<file path="src/rtl/remote_transmitter.sv">
// Serializes an 8-bit key into a 32-bit IR remote frame {0, HEADER, key, ~key} on an idle-high line.
// Optional one-entry request buffer enabled by defining REMOTE_TX_BUFFER_EN.
module remote_transmitter #(
    parameter int          BIT_CLKS   = 8,
    parameter logic [14:0] HEADER     = 15'h5AA5,
    parameter int          GUARD_BITS = 2
) (
    input  logic       Clock,
    input  logic       Reset,
    input  logic [7:0] Tecla,
    input  logic       Send,
    output logic       Serial,
    output logic       Busy,
    output logic       Done
);
    localparam int BAUD_W = $clog2(BIT_CLKS);
    localparam logic [BAUD_W-1:0] BAUD_LAST  = BAUD_W'(BIT_CLKS - 1);
    localparam logic [5:0]        GUARD_LAST = 6'(GUARD_BITS - 1);
    localparam logic [5:0]        FRAME_LAST = 6'd31;

    localparam logic [1:0] IDLE  = 2'd0;
    localparam logic [1:0] SEND  = 2'd1;
    localparam logic [1:0] GUARD = 2'd2;

    logic [1:0]        state_q, state_d;
    logic [31:0]       shreg_q, shreg_d;
    logic [5:0]        bitcnt_q, bitcnt_d;
    logic [BAUD_W-1:0] baud_q, baud_d;
    logic              serial_q, serial_d;
    logic              busy_q, busy_d;
    logic              done_q, done_d;
    logic              baud_wrap, guard_end;
`ifdef REMOTE_TX_BUFFER_EN
    logic [7:0]        buf_key_q, buf_key_d;
    logic              buf_vld_q, buf_vld_d;
`endif

    function automatic logic [31:0] frame_word(input logic [7:0] k);
        return {1'b0, HEADER, k, ~k};
    endfunction

    assign baud_wrap = (baud_q == BAUD_LAST);
    assign guard_end = (state_q == GUARD) && baud_wrap && (bitcnt_q == GUARD_LAST);

    always_comb begin
        state_d  = state_q;
        shreg_d  = shreg_q;
        bitcnt_d = bitcnt_q;
        baud_d   = baud_q;
        serial_d = 1'b1;
        busy_d   = 1'b1;
        done_d   = 1'b0;
`ifdef REMOTE_TX_BUFFER_EN
        buf_key_d = buf_key_q;
        buf_vld_d = buf_vld_q;
        // Park a request that arrives mid-frame; the last guard cycle is handled below.
        if (((state_q == SEND) || ((state_q == GUARD) && !guard_end)) && Send && !buf_vld_q) begin
            buf_key_d = Tecla;
            buf_vld_d = 1'b1;
        end
`endif
        case (state_q)
            IDLE: begin
                busy_d = 1'b0;
                if (Send) begin
                    shreg_d  = frame_word(Tecla);
                    bitcnt_d = '0;
                    baud_d   = '0;
                    state_d  = SEND;
                end
            end
            SEND: begin
                serial_d = shreg_q[31];
                if (baud_wrap) begin
                    baud_d   = '0;
                    shreg_d  = {shreg_q[30:0], 1'b0};
                    bitcnt_d = bitcnt_q + 6'd1;
                    if (bitcnt_q == FRAME_LAST) begin
                        bitcnt_d = '0;
                        state_d  = GUARD;
                    end
                end else begin
                    baud_d = baud_q + 1'b1;
                end
            end
            GUARD: begin
                if (baud_wrap) begin
                    baud_d   = '0;
                    bitcnt_d = bitcnt_q + 6'd1;
                end else begin
                    baud_d = baud_q + 1'b1;
                end
                if (guard_end) begin
                    done_d   = 1'b1;
                    bitcnt_d = '0;
                    state_d  = IDLE;
`ifdef REMOTE_TX_BUFFER_EN
                    // Chain straight into the next frame so Busy never drops.
                    if (buf_vld_q) begin
                        shreg_d   = frame_word(buf_key_q);
                        buf_vld_d = 1'b0;
                        state_d   = SEND;
                    end else if (Send) begin
                        shreg_d = frame_word(Tecla);
                        state_d = SEND;
                    end
`endif
                end
            end
            default: begin
                state_d  = IDLE;
                shreg_d  = '0;
                bitcnt_d = '0;
                baud_d   = '0;
                busy_d   = 1'b0;
`ifdef REMOTE_TX_BUFFER_EN
                buf_key_d = '0;
                buf_vld_d = 1'b0;
`endif
            end
        endcase
    end

    always_ff @(posedge Clock) begin
        if (!Reset) begin
            state_q  <= IDLE;
            shreg_q  <= '0;
            bitcnt_q <= '0;
            baud_q   <= '0;
            serial_q <= 1'b1;
            busy_q   <= 1'b0;
            done_q   <= 1'b0;
`ifdef REMOTE_TX_BUFFER_EN
            buf_key_q <= '0;
            buf_vld_q <= 1'b0;
`endif
        end else begin
            state_q  <= state_d;
            shreg_q  <= shreg_d;
            bitcnt_q <= bitcnt_d;
            baud_q   <= baud_d;
            serial_q <= serial_d;
            busy_q   <= busy_d;
            done_q   <= done_d;
`ifdef REMOTE_TX_BUFFER_EN
            buf_key_q <= buf_key_d;
            buf_vld_q <= buf_vld_d;
`endif
        end
    end

    assign Serial = serial_q;
    assign Busy   = busy_q;
    assign Done   = done_q;
endmodule

</file>
<file path="config.mk">
export PLATFORM = sky130hd
export DESIGN_NAME = remote_transmitter
export DESIGN_NICKNAME = d
export VERILOG_FILES = /design/src/rtl/remote_transmitter.sv
export SDC_FILE = /design/constraint.sdc
export NUM_CORES = 1
export LEC_CHECK = 0
export CAP_MARGIN = 10
export CORE_MARGIN = 2
export CORE_UTILIZATION = 35
export DETAILED_ROUTE_END_ITERATION = 16
export SLEW_MARGIN = 10
export SYNTH_ARGS = -nofsm -noshare
export SYNTH_HDL_FRONTEND = slang
export SYNTH_SLANG_ARGS = --single-unit
export TNS_END_PERCENT = 20
</file>
<file path="constraint.sdc">
create_clock -name Clock -period 2.4 [get_ports Clock]
set_input_delay 0.48 -clock Clock [delete_from_list [all_inputs] [get_ports Clock]]
set_output_delay 0.48 -clock Clock [all_outputs]
set_load 0.05 [all_outputs]
</file>
==> results.json <==
{
  "diodes": 0,
  "cp_max_fo": 10,
  "path_cells": "ha_1 -> ha_1 -> nand4b_1 -> o41a_1 -> o211ai_1 -> o211ai_1",
  "grt_max_degree": 47,
  "maxCapViolCount": 0,
  "required_ps": 2570,
  "cp_num_buf_inv": 0,
  "grt_pass1_vias": 1654,
  "start_util": 0.366,
  "cts.htree.levels": 2,
  "vias": 1760,
  "cp-end-kind": "flop",
  "yosysTopAreaCellShare": 0.423,
  "track_usage": 0.131,
  "power.density_nw_per_um2": 1210,
  "synth.avg_cell_area_sq_um": 8.93,
  "drtIter0Drc": 125,
  "hold_viol": 0,
  "viasPerCell": 5.45,
  "clk_pin_slew_ps": 90,
  "synth_fp_nets": 263,
  "dieArea_sq_um": 6870,
  "fmax_mhz": 493,
  "syn_area_sq_um": 2180,
  "post_cts_buffers": 0,
  "core-area_sq_um": 5960,
  "grt_overflow": 0,
  "fin_skew_ps": 7.69,
  "die_h_um": 82.9,
  "ctsHoldBuffers": 0,
  "areaGrowthSynthToFinish_pct": 12.7,
  "tritoncts": "done",
  "total_power_uw": 2970,
  "cts_buffers": 5,
  "wl_per_cell_um": 13.3,
  "totalWireLength_mm": 4.28,
  "async_flop_share": 0,
  "hp-class": "flop to flop",
  "syn_inst": 244,
  "first_pass_iters": 4,
  "critPathMaxStageDelay_ps": 510,
  "finalSetupViolations": 0,
  "worst_pin_slew_ps": 493,
  "routabilityCongestion": 0.703,
  "io_buffers": 13,
  "seq_area_frac_synth": 0.423,
  "grt_setup_unrepaired": "false",
  "startpoint_type": "flop",
  "p_leak_uw": 0.000947,
  "synthTopCellsByArea": "dfxtp_1 (42%), a221oi_1 (5.6%), nor3b_1 (5.2%)",
  "cts.path.max_buffers": 2,
  "min_period_ps": 2030,
  "detail-route-antenna-nets": 0,
  "final.setup.worst_slack_ps": 370,
  "relSlewSlack": 0.670,
  "final_cell_mix": "dfxtp_1 (46), nand2_1 (24), nand3_1 (17), nor2_1 (17), nor3b_1 (15)",
  "drc": 0,
  "grt_pass1_wl_mm": 7.60,
  "cts_root_buffer": "clkbuf_8",
  "synth-seq-cells": 46,
  "cts_resized": 0,
  "synth_flop_cell": "dfxtp_1",
  "synth-edff-count": 0,
  "clkLatencyLatePin_ps": 290,
  "post-route-period-util": 0.846,
  "hpwlAfterDp_mm": 2.48,
  "status": "completed",
  "critPathSlowestCell": "o41a_1",
  "setup_tns_ps": 0,
  "fin_nets": 266,
  "std_cell_rows": 28,
  "final_util": 0.413,
  "antenna_found_initial": 0,
  "place_ws_ps": 293,
  "final_common_cell": "dfxtp_1",
  "clkSinkCount": 46,
  "drive_gt1_frac": 0.0887,
  "slew_violations": 0,
  "crit_type": "flop to flop",
  "vdd_drop_max_uv": 422,
  "arrival_ps": 2200,
  "yosysTopAreaCell": "dfxtp_1",
  "pin_count": 14,
  "fp.dieW_um": 82.9,
  "yosys_warnings": 0,
  "synth_cell_type_count": 39,
  "crit_family": "compound AO/OA/AOI/OAI gates"
}
-- path summary, 6_finish.rpt --
| check | endpoint | cells after the start | startpoint | slack [ps] |
|---|---|---|---|---|
| setup / recovery | bitcnt_q[2] | 6 | baud_q[0] | 370 |
| hold / removal | shreg_q[31] | 2 | shreg_q[31] | 450 |
| setup reg to reg | bitcnt_q[2] | 6 | baud_q[0] | 370 |
| hold reg to reg | shreg_q[31] | 2 | shreg_q[31] | 450 |
-- kinds of logic (layout without fill, tap and decap cells) --
logic type	count (synthesis)	count (layout)	share of synthesized area
and+or+nand+nor	93	93	0.231
DFF	46	46	0.423
adders and majority gates	8	8	0.0459
AOI/OAI and AO/OA	61	61	0.228
buffers and inverters	35	39	0.0683
muxes	1	1	0.00459
-- report_power, final --
part           total, uW  switching, uW  internal (uW)
registers           1140            128           1010
clock network        493            261            232
logic               1340            810            528
-- tightest hold or removal path: cells and delay by family, from the launching register on --
kind,cells,cell delay (ps)
flip-flops,1,320
AND/OR/NAND/NOR,1,50
AO/OA/AOI/OAI,1,50
-- cell type report --
cell class	instances	area, sq um
Inverter	12	45.0
Fill cell	591	3500
Tap cell	75	93.8
Timing Repair Buffer	19	188
Clock inverter	2	12.5
Sequential cell	46	921
Clock buffer	6	82.6
Multi-Input combinational cell	163	1110
-- cell usage after synthesis, types with 5 or more instances --
master	instances
dfxtp_1	46
nand2_1	24
nand3_1	17
nor2_1	17
nor3b_1	15
a221oi_1	14
clkbuf_1	13
inv_1	12
a21boi_0	9
a21oi_1	8
buf_2	8
ha_1	8
o211a_1	8
o2111ai_1	5
-- sequential cells by signal, summed over array words and instances, names as in the netlist --
| name | cells |
|---|---|
| state_q | 2 |
| Done | 1 |
| shreg_q | 32 |
| Busy | 1 |
| bitcnt_q | 6 |
| Serial | 1 |
| baud_q | 3 |
-- per-layer routing --
metal / up-vias / global-route usage / share of wire
met2: 19 / 0.210 / 0.45
met4: 0 / 0.0447 / 0.0098
met3: 2 / 0.0348 / 0.025
met1: 854 / 0.170 / 0.52
met5: - / 0 / 0
li1: 885 / - / -
-- metrics by stage --
step / hold WS, ps / cells / area (sq um)
finish: 453 / 323 / 2460
global route: 474 / 323 / 2460
CTS: 458 / 323 / 2460
detailed placement: 441 / 315 / 2360
global placement: 441 / 315 / 2360
floorplan: 415 / 244 / 2180
Power figures use the tool's default switching activity.
